## config.mk

```make
export PLATFORM = sky130hd
export DESIGN_NAME = ram_byte_wr_sequencer
export DESIGN_NICKNAME = d
export VERILOG_FILES = /design/src/rtl/ram_byte_wr_sequencer.sv
export SDC_FILE = /design/constraint.sdc
export NUM_CORES = 1
export LEC_CHECK = 0
export ABC_CLOCK_PERIOD_IN_PS = 1930
export CORE_ASPECT_RATIO = 1.25
export CORE_UTILIZATION = 32
export CTS_BUF_LIST = sky130_fd_sc_hd__clkbuf_16
export DETAILED_ROUTE_END_ITERATION = 6
export PLACE_DENSITY = 0.6
export SETUP_SLACK_MARGIN = 0.5
export SKIP_LAST_GASP = 1
export SYNTH_ARGS = -nofsm -noshare
export SYNTH_HDL_FRONTEND = slang
export SYNTH_SLANG_ARGS = --single-unit
```

## constraint.sdc

```tcl
create_clock -name clk -period 1.93 [get_ports clk]
set_clock_uncertainty 0.05 [all_clocks]
set_input_delay 0.193 -clock clk [delete_from_list [all_inputs] [get_ports clk]]
set_output_delay 0.193 -clock clk [all_outputs]
set_load 0.01 [all_outputs]
```

## src/rtl/ram_byte_wr_sequencer.sv

```systemverilog
// Round-robin write sequencer: expands a granted base/word request into single-byte
// writes at base+1.. on a shared en/wen/addr/din bus. WR_SEQ_FULL_WORD_EN adds a 4th byte.
module ram_byte_wr_sequencer #(
  parameter int ADDR_WIDTH = 8,
  parameter int DATA_WIDTH = 32,
  parameter int GAP_CYCLES = 0,
`ifdef WR_SEQ_FULL_WORD_EN
  localparam int WORD_W = 32
`else
  localparam int WORD_W = 24
`endif
) (
  input  logic                  clk,
  input  logic                  rst_n,
  input  logic                  req0_valid,
  output logic                  req0_ready,
  input  logic [ADDR_WIDTH-1:0] req0_base,
  input  logic [WORD_W-1:0]     req0_data,
  input  logic                  req1_valid,
  output logic                  req1_ready,
  input  logic [ADDR_WIDTH-1:0] req1_base,
  input  logic [WORD_W-1:0]     req1_data,
  output logic                  en,
  output logic                  wen,
  output logic [ADDR_WIDTH-1:0] addr,
  output logic [DATA_WIDTH-1:0] din,
  output logic                  busy,
  output logic                  done,
  output logic                  done_id
);

  localparam int         NUM_BYTES = WORD_W / 8;
  localparam logic [1:0] LAST_IDX  = 2'(NUM_BYTES - 1);
  localparam logic [3:0] GAP_LOAD  = 4'((GAP_CYCLES > 0) ? GAP_CYCLES - 1 : 0);

  typedef enum logic [1:0] {IDLE, WRITE, GAP, DONE} state_t;

  typedef struct packed {
    logic [ADDR_WIDTH-1:0] base;
    logic [31:0]           word;
  } req_t;

  state_t     state, state_nx;
  req_t       cur;
  logic [1:0] byte_idx;
  logic [3:0] gap_cnt;
  logic       last_grant;
  logic       served;
  logic       idle;
  logic       last_byte;
  logic [7:0] cur_byte;

  // A lone requester always wins; on contention the one not granted last wins.
  assign idle       = (state == IDLE);
  assign req0_ready = idle && req0_valid && (!req1_valid || last_grant);
  assign req1_ready = idle && req1_valid && (!req0_valid || !last_grant);
  assign busy       = !idle;
  assign wen        = en;
  assign last_byte  = (byte_idx == LAST_IDX);
  assign cur_byte   = cur.word[8*byte_idx +: 8];

  always_ff @(posedge clk or negedge rst_n) begin
    if (!rst_n) state <= IDLE;
    else        state <= state_nx;
  end

  always_comb begin
    state_nx = state;
    case (state)
      IDLE:    if (req0_ready || req1_ready) state_nx = WRITE;
      WRITE: begin
        if (last_byte)           state_nx = DONE;
        else if (GAP_CYCLES > 0) state_nx = GAP;
        else                     state_nx = WRITE;
      end
      GAP:     if (gap_cnt == 4'd0) state_nx = WRITE;
      DONE:    state_nx = IDLE;
      default: state_nx = IDLE;
    endcase
  end

  // Bus outputs are registered from the current state, so they trail it by one cycle.
  always_ff @(posedge clk or negedge rst_n) begin
    if (!rst_n) begin
      cur        <= '0;
      byte_idx   <= 2'd0;
      gap_cnt    <= 4'd0;
      last_grant <= 1'b1;
      served     <= 1'b0;
      en         <= 1'b0;
      addr       <= '0;
      din        <= '0;
      done       <= 1'b0;
      done_id    <= 1'b0;
    end else begin
      en   <= (state == WRITE);
      done <= (state == DONE);
      if (state == WRITE) begin
        addr <= cur.base + ADDR_WIDTH'(byte_idx) + ADDR_WIDTH'(1);
        din  <= DATA_WIDTH'(cur_byte);
      end
      if (state == DONE) done_id <= served;
      case (state)
        IDLE: begin
          byte_idx <= 2'd0;
          if (req0_ready) begin
            cur        <= {req0_base, 32'(req0_data)};
            last_grant <= 1'b0;
            served     <= 1'b0;
          end else if (req1_ready) begin
            cur        <= {req1_base, 32'(req1_data)};
            last_grant <= 1'b1;
            served     <= 1'b1;
          end
        end
        WRITE: begin
          if (!last_byte) begin
            if (GAP_CYCLES == 0) byte_idx <= byte_idx + 2'd1;
            else                 gap_cnt  <= GAP_LOAD;
          end
        end
        GAP: begin
          if (gap_cnt == 4'd0) byte_idx <= byte_idx + 2'd1;
          else                 gap_cnt  <= gap_cnt - 4'd1;
        end
        default: ;
      endcase
    end
  end

endmodule

```

==> impl_metrics.py, run 1 <==
metrics = {
    "global_routing": {
        "grt_max_degree": 67,
        "overflow": 0,
        "grt_pass1_wl_um": 12490,
        "grt_use_total_pct": 15.39,
        "grt_pass1_vias": 2545,
        "antenna_found_initial": 0,
    },
    "place": {
        "pre_cts_ws_ns": 0.1270,
        "place_congestion": 0.8040,
        "dp_hpwl_um": 5105,
        "dp_cells": 530,
        "portBuffers": 90,
    },
    "worst_setup_path": {
        "path_class": "reg2reg",
        "ff2ff_setup_slack_ns": 0.37,
        "reg2reg_depth": 5,
        "arrival_ns": 1.72,
        "reg2reg_from": "byte_idx[0]",
        "r2r-end": "addr[2]",
        "cp-startpoint": "byte_idx[0]",
        "slowest_stage": "fa_2",
        "max_stage_delay_ns": 0.40,
        "path_delay_family": "adder cells",
        "cp_data_required_time_ns": 2.09,
        "cp_max_fo": 3,
        "start_kind": "flip-flop",
        "cp-end-kind": "flip-flop",
        "critPathBufInv": 1,
        "crit_chain": "inv_4, ha_4, fa_2, xnor2_2, mux2_4",
    },
    "detailed_routing": {
        "drt-total-wl_um": 7444,
        "drt_iter0_markers": 79,
        "detail_route.first_pass.iterations": 4,
        "wl_met3_um": 399,
        "wl_met1_um": 3405,
        "remaining_drc_errors": 0,
        "wl_per_cell_um": 13.08,
        "vias": 2511,
        "wl_met2_um": 3537,
        "viasPerCell": 4.413,
        "top_layer_used": "met4",
        "postRouteAntennaNets": 0,
    },
    "power": {
        "intPower_mw": 4.357,
        "p_clk_share_pct": 21.5,
        "p_per_area_mw_per_mm2": 1408,
        "swShare_pct": 36.38,
        "p_seq_share_pct": 32.9,
        "p_comb_share_pct": 45.6,
        "peakVddDrop_v": 0.0005203,
        "leakagePower_nw": 2.433,
        "switchingPower_mw": 2.492,
    },
    "run": {
        "cap_violations": 0,
    },
    "clock_tree": {
        "cts_made_buffers": 9,
        "insertion_delay_ns": 0.33,
        "cts_max_level": 3,
        "clk_pin_slew_ns": 0.06,
        "clock_sinks": 61,
        "cts_tree": "yes",
        "max-clock-path-buffers": 2,
        "root_buffer": "clkbuf_16",
    },
    "timing": {
        "hold_viol_final": 0,
        "period_share_pct": 80.83,
        "rsz0062_at_grt": "yes",
        "finalSetupTns_ns": 0,
        "worst_slew_pin_slew_ns": 0.5932,
        "max_freq_mhz": 641.0,
        "period_needed_ns": 1.560,
        "slew_viol_final": 0,
        "fin_ws_ns": 0.3701,
        "finalSetupViolations": 0,
        "slew_headroom_pct": 60.45,
    },
    "floorplanning": {
        "die_y_um": 114.4,
        "pin_count": 115,
        "start_util_pct": 33.31,
        "chipWidth_um": 91.92,
        "core_mm2": 0.009709,
        "dieArea_mm2": 0.01052,
        "rows": 40,
    },
    "yosys": {
        "synth_seq_cells": 61,
        "synthTopCellsByArea": "dfrtp_1, mux2i_1, buf_4",
        "synth_top_area_share_pct": 46.42,
        "synth_common_cells": "dfrtp_1, mux2i_1, nand2_1",
        "yosysWarnings": 0,
        "yosys.area.top_type": "dfrtp_1",
        "synth_ff_type": "dfrtp_1",
        "synthArstFlopShare_pct": 100.0,
        "yosysSeqAreaShare_pct": 47.23,
        "synth_edf_count": 0,
        "yosysUniqueCellTypes": 33,
        "yosysMostFrequentCell": "dfrtp_1",
        "synth_cells": 321,
        "syn-cell-area_mm2": 0.003234,
        "syn_avg_cell_area_um2": 10.08,
    },
    "finish": {
        "drive_gt1_share_pct": 20.09,
        "fill_cells": 914,
        "nNetsFinal": 516,
        "stdcell_count": 569,
        "area_delta_synth_final_pct": 50.37,
        "antenna_cells": 0,
    },
    "run_status": {
        "status": "completed",
    },
    "worst_hold_path": {
        "hp-class": "in2async",
    },
}
## kinds of logic (layout without fill, tap and decap cells)
logic type,count (synthesis),after routing,synth area share [%]
simple gates,76,76,9.401
compound gates,62,62,10.91
flops,61,61,47.23
buf+inv,55,154,11.10
mux,48,48,14.97
fa+ha+maj,10,10,4.101
xor+xnor,8,8,2.166
other cells,1,24,0.1159
## layout make-up
class / count / area, µm² / area share (%)
Clock buffer: 9 / 225.2 / 4.631
Timing Repair Buffer: 123 / 1237 / 25.44
Multi-Input combinational cell: 228 / 1603 / 32.96
Tap cell: 126 / 157.7 / 3.242
Clock inverter: 7 / 51.30 / 1.055
Inverter: 15 / 61.31 / 1.261
Sequential cell: 61 / 1528 / 31.41
## routing by layer
| metal | up-vias | GRT usage (%) |
|---|---|---|
| met4 | 0 | 5.000 |
| met2 | 81 | 24.58 |
| li1 | 1260 | - |
| met1 | 1160 | 20.21 |
| met5 | - | 0 |
| met3 | 10 | 4.250 |
## power by group through the flow
stage / Sequential, mW / Combinational (mW) / Clock (mW)
2_1_floorplan: 2.29 / 1.78 / 0
4_1_cts: 2.25 / 2.95 / 1.51
3_3_place_gp: 2.28 / 2.72 / 0
3_5_place_dp: 2.29 / 2.78 / 0
5_1_grt: 2.33 / 3.51 / 1.56
6_report: 2.26 / 3.12 / 1.47
## state kept, by name, indices dropped and copies added (netlist names)
register,count
en,1
last_grant,1
done,1
byte_idx,2
done_id,1
din,8
state,2
gap_cnt,4
cur,32
served,1
addr,8
## repair_timing
action	CTS	global route
gates resized for setup	57	17
setup endpoints to repair	71	49
hold endpoints to repair	21	0
cloned	2	0
buffers inserted	13	7
hold buffers	1	0
pin swaps	6	14
## per-stage QoR
step | power (mW) | hold slack, ns | utilization [%] | instance area, µm²
2_1_floorplan | 4.063 | -0.1526 | - | 3371
3_3_place_gp | 4.998 | 0.1694 | 43.62 | 4235
3_5_place_dp | 5.065 | 0.1779 | 43.62 | 4235
4_1_cts | 6.710 | 0.3838 | 48.98 | 4756
5_1_grt | 7.400 | 0.4189 | 50.09 | 4863
6_report | 6.849 | 0.3672 | 50.09 | 4863
## cells in the final DEF, fill, tap and decap left out, types with 3 or more instances in the layout
cell type        count
nor2_1              21
clkdlybuf4s50_1     66
o21ai_1             34
dlygate4sd2_1       20
mux2i_1             44
ha_4                 5
conb_1              24
xnor2_1              3
buf_4               20
a21oi_1             21
inv_2                9
ha_1                 4
buf_12               4
buf_6                9
inv_1                4
xor2_1               4
nand2_1             43
dfrtp_1             60
clkbuf_16            9
## how the worst max path moves through the flow
stage,end,cells after the start
floorplan,addr[2],6
global placement,req0_ready,4
detailed placement,req1_ready,5
CTS,state[1],6
global route,addr[2],5
finish,addr[2],5
## worst register-to-register path, stage by stage, from the launching register on
cell     delay (ns)
dfrtp_1        0.38
inv_4          0.05
ha_4           0.16
fa_2           0.40
xnor2_2        0.15
mux2_4         0.25
Note: power is estimated with default switching activity, not from simulation.
==> run 2, diff against run 1 <==
ABC_CLOCK_PERIOD_IN_PS = 1600   (was 1930)
PLACE_DENSITY = 0.57   (was 0.6)
clock period = 1.6 ns   (was 1.93 ns; I/O delays follow)
==> impl_metrics.py, run 2 (same netlist as run 1, synthesis figures left out) <==
metrics = {
    "clock_tree": {
        "clock_sinks": 61,
        "clk_pin_slew_ns": 0.05,
        "cts_made_buffers": 9,
        "max-clock-path-buffers": 2,
        "insertion_delay_ns": 0.33,
        "cts_max_level": 3,
        "cts_tree": "yes",
        "root_buffer": "clkbuf_16",
    },
    "finish": {
        "regArea_mm2": 0.001529,
        "biggestRegsByFlops": "cur: 32 flops, addr: 8 flops, din: 8 flops",
        "multi_input_comb_area_mm2": 0.001669,
        "final_cell_mix": "clkdlybuf4s50_1, dfrtp_1, nand2_1",
        "fill_cells": 878,
        "area_delta_synth_final_pct": 60.77,
        "largest-register": "cur",
        "fin_util_pct": 53.56,
        "antenna_cells": 0,
        "largest_reg_flops": 32,
        "nNetsFinal": 538,
        "drive_gt1_share_pct": 31.47,
        "mostFrequentLayoutCell": "clkdlybuf4s50_1",
    },
    "worst_setup_path": {
        "start_kind": "flip-flop",
        "r2r-end": "state[1]",
        "reg2reg_from": "state[1]",
        "reg2reg_depth": 6,
        "ff2ff_setup_slack_ns": 0.05,
        "path_class": "reg2out",
        "cp_data_required_time_ns": 1.39,
        "cp-end-kind": "output port",
        "arrival_ns": 1.36,
        "cp_max_fo": 5,
    },
    "detailed_routing": {
        "wl_per_cell_um": 15.03,
        "viasPerCell": 4.519,
        "drt-total-wl_um": 8870,
        "remaining_drc_errors": 0,
        "detail_route.first_pass.iterations": 4,
        "vias": 2666,
        "postRouteAntennaNets": 0,
        "drt_iter0_markers": 167,
    },
    "worst_hold_path": {
        "hp-class": "in2async",
    },
    "run": {
        "cap_violations": 0,
    },
    "floorplanning": {
        "chipWidth_um": 91.92,
        "core_mm2": 0.009709,
        "start_util_pct": 33.31,
        "dieArea_mm2": 0.01052,
        "rows": 40,
        "pin_count": 115,
        "die_y_um": 114.4,
    },
    "global_routing": {
        "grt_use_total_pct": 16.49,
        "grt_pass1_wl_um": 13080,
        "grt_max_degree": 62,
        "grt_pass1_vias": 2587,
        "overflow": 0,
        "antenna_found_initial": 0,
    },
    "timing": {
        "hold_ws_ns": 0.3337,
        "finalSetupViolations": 0,
        "period_share_pct": 97.83,
        "hold_viol_final": 0,
        "max_freq_mhz": 638.8,
        "slew_viol_final": 0,
        "period_needed_ns": 1.565,
        "rsz0062_at_grt": "yes",
    },
    "place": {
        "portBuffers": 90,
        "dp_hpwl_um": 4985,
        "place_congestion": 0.7186,
    },
    "power": {
        "p_per_area_mw_per_mm2": 1749,
        "leakagePower_nw": 2.534,
        "totalPowerFinal_mw": 9.094,
        "peakVddDrop_v": 0.0006486,
    },
    "run_status": {
        "status": "completed",
    },
}
[run 2: repair_timing]
action	CTS	global route
pin swaps	19	13
hold endpoints to repair	60	0
gates cloned	5	5
endpoints found under the setup margin	81	65
setup buffers	17	9
hold buffers	1	0
resized for setup	133	31
[run 2: how the worst max path moves through the flow]
| stage | start | to | slack (ns) | cells past startpoint |
|---|---|---|---|---|
| 2_1_floorplan | byte_idx[0] | addr[2] | -0.05 | 6 |
| 3_3_place_gp | req1_valid | cur[2] | -0.15 | 6 |
| 3_5_place_dp | req1_valid | cur[37] | -0.18 | 6 |
| 4_1_cts | state[0] | state[1] | 0.06 | 6 |
| 5_1_grt | state[1] | req0_ready | -0.01 | 6 |
| 6_report | state[1] | req0_ready | 0.03 | 6 |
[run 2: per-stage QoR]
| step | cells | setup TNS (ns) | cell area [µm²] | worst slack, ns |
|---|---|---|---|---|
| 5_1_grt | 590 | -0.01423 | 5200 | -0.01066 |
| 2_1_floorplan | 344 | -0.08862 | 3423 | -0.04574 |
| 6_report | 590 | 0 | 5200 | 0.03465 |
| 4_1_cts | 576 | 0 | 4881 | 0.06431 |
| 3_3_place_gp | 538 | -3.591 | 4310 | -0.1486 |
| 3_5_place_dp | 538 | -4.356 | 4310 | -0.1792 |
[run 2: layout make-up]
| type | count | area share (%) |
|---|---|---|
| inverter | 15 | 1.227 |
| multi-input combinational | 228 | 32.10 |
| timing repair buffer | 145 | 28.83 |
| clock buffer | 9 | 4.331 |
| tap | 126 | 3.032 |
| clock inverter | 6 | 1.083 |
| sequential | 61 | 29.40 |
[run 2: where the power goes]
part / internal [mW] / switching [mW] / leakage, nW / total (mW)
Combinational: 2.39 / 2.12 / 1.64 / 4.51
Clock: 1.18 / 0.675 / 0.142 / 1.85
Sequential: 2.28 / 0.447 / 0.748 / 2.73
Total: 5.85 / 3.24 / 2.53 / 9.09
[run 2: per-layer routing]
layer / share of wire [%] / vias up / global-route usage (%)
li1: - / 1306 / -
met1: 43 / 1248 / 20.74
met2: 50 / 96 / 27.51
met3: 4.5 / 16 / 3.254
met4: 2.3 / 0 / 7.187
met5: 0 / - / 0
[run 2: critical path, cell delays in order, from the launching register on]
cell,delay [ns]
dfrtp_1,0.39
inv_2,0.09
ha_4,0.17
o211ai_4,0.08
buf_12,0.16
clkinv_4,0.04
buf_6,0.09
==> run 3, diff against run 2 <==
ABC_CLOCK_PERIOD_IN_PS = 2000   (was 1600)
clock period = 2 ns   (was 1.6 ns; I/O delays follow)
==> impl_metrics.py, run 3 (same netlist as run 1, synthesis figures left out) <==
metrics = {
    "timing": {
        "max_freq_mhz": 643.1,
        "slew_viol_final": 0,
        "finalSetupTns_ns": 0,
        "period_share_pct": 77.74,
        "period_needed_ns": 1.555,
        "rsz0062_at_grt": "yes",
        "finalSetupViolations": 0,
        "hold_viol_final": 0,
    },
    "worst_setup_path": {
        "ff2ff_setup_slack_ns": 0.45,
        "crit_top_cell": "inv_2",
        "cp-startpoint": "gap_cnt[0]",
        "crit_end": "state[1]",
        "reg2reg_from": "gap_cnt[0]",
        "path_class": "reg2reg",
        "arrival_ns": 1.71,
        "cp.depth": 6,
        "slowest_stage": "dfrtp_1",
        "r2r-end": "state[1]",
        "crit_chain": "inv_2, ha_4, inv_2, o31ai_4, a21boi_4, mux2_4",
        "max_stage_delay_ns": 0.39,
        "critPathBufInv": 2,
        "reg2reg_depth": 6,
        "cp_max_fo": 3,
        "start_kind": "flip-flop",
        "cp_data_required_time_ns": 2.16,
        "cp-end-kind": "flip-flop",
        "path_delay_family": "compound AO/OA/AOI/OAI gates",
    },
    "power": {
        "p_per_area_mw_per_mm2": 1364,
        "leakagePower_nw": 2.423,
        "peakVddDrop_v": 0.0004201,
    },
    "finish": {
        "fill_cells": 942,
        "area_delta_synth_final_pct": 46.19,
        "nNetsFinal": 505,
        "final_cell_mix": "clkdlybuf4s50_1, dfrtp_1, mux2i_1",
        "largest-register": "cur",
        "biggestRegsByFlops": "cur: 32 flops, addr: 8 flops, din: 8 flops",
        "antenna_cells": 0,
        "finalInstanceArea_mm2": 0.004728,
        "largest_reg_flops": 32,
        "drive_gt1_share_pct": 15.97,
        "mostFrequentLayoutCell": "clkdlybuf4s50_1",
    },
    "floorplanning": {
        "dieArea_mm2": 0.01052,
        "chipWidth_um": 91.92,
        "rows": 40,
        "die_y_um": 114.4,
        "pin_count": 115,
        "start_util_pct": 33.31,
        "core_mm2": 0.009709,
    },
    "detailed_routing": {
        "detail_route.first_pass.iterations": 6,
        "vias": 2394,
        "drt-total-wl_um": 6903,
        "viasPerCell": 4.290,
        "wl_per_cell_um": 12.37,
        "remaining_drc_errors": 0,
        "drt_iter0_markers": 80,
        "postRouteAntennaNets": 0,
    },
    "clock_tree": {
        "clock_sinks": 61,
        "max-clock-path-buffers": 2,
        "cts_max_level": 3,
        "cts_tree": "yes",
        "cts_made_buffers": 9,
        "clk_pin_slew_ns": 0.05,
        "root_buffer": "clkbuf_16",
        "insertion_delay_ns": 0.32,
    },
    "place": {
        "placed_area_mm2": 0.004225,
        "portBuffers": 90,
        "place_congestion": 0.7350,
        "dp_hpwl_um": 4999,
    },
    "global_routing": {
        "grt_pass1_vias": 2450,
        "grt_use_total_pct": 14.09,
        "overflow": 0,
        "grt_pass1_wl_um": 11390,
        "antenna_found_initial": 0,
        "grt_max_degree": 67,
    },
    "run_status": {
        "status": "completed",
    },
    "run": {
        "cap_violations": 0,
    },
    "worst_hold_path": {
        "hp-class": "in2async",
    },
}
## run 3: changes by cell type in the layout (fill, tap and decap cells not counted), sizes merged
cell	change
clkinvlp	+2
clkdlybuf4s50	+6
clkbuf	-4
clkinv	-1
dlygate4sd2	+3
dlymetal6s2s	+11
buf	-49
## run 3: stage by stage
stage	util (%)	total power [mW]	setup slack, ns	std cells	hold slack (ns)
5_1_grt	48.70	7.003	0.3703	558	0.4062
3_5_place_dp	43.52	4.902	0.1493	530	0.1898
2_1_floorplan	-	3.899	0.3542	344	-0.1456
4_1_cts	48.11	6.562	0.4523	557	0.2953
3_3_place_gp	43.52	4.825	0.1412	530	0.1892
6_report	48.70	6.448	0.4451	558	0.3566
## run 3: what timing repair did
action | 4_1_cts | 5_1_grt
hold buffers | 1 | 0
setup endpoints to repair | 47 | 57
resized for setup | 33 | 16
pin swaps | 4 | 2
setup buffers | 10 | 1
endpoints found under the hold margin | 60 | 0
## run 3: layout make-up
cell class,count,area [µm²],area share [%]
multi-input combinational,228,1556,32.92
sequential,61,1528,32.31
timing repair buffer,112,1136,24.03
clock buffer,9,225.2,4.763
tap,126,157.7,3.334
clock inverter,7,66.31,1.402
inverter,15,58.81,1.244
## run 3: worst min path at each step
stage	from	end
finish	rst_n	en
global route	rst_n	en
CTS	req1_valid	last_grant
detailed placement	rst_n	en
global placement	rst_n	cur[32]
floorplan	rst_n	addr[0]
## run 3: tightest hold or removal path: stages
cell and delay [ns]:
dlygate4sd3_1 0.52, buf_2 0.12, buf_12 0.27
## run 3: routing by layer
metal,GRT usage (%),share of wire [%],vias up
met5,0,0,-
met4,4.375,0.62,0
met3,4.582,5.9,4
met2,24.53,51,80
met1,16.41,43,1074
li1,-,-,1236
## run 3: report_power, final
| part | total (mW) | leakage, nW | internal, mW | switching, mW |
|---|---|---|---|---|
| Combinational | 2.80 | 1.54 | 1.43 | 1.38 |
| Clock | 1.49 | 0.135 | 0.953 | 0.536 |
| Sequential | 2.16 | 0.749 | 1.82 | 0.331 |
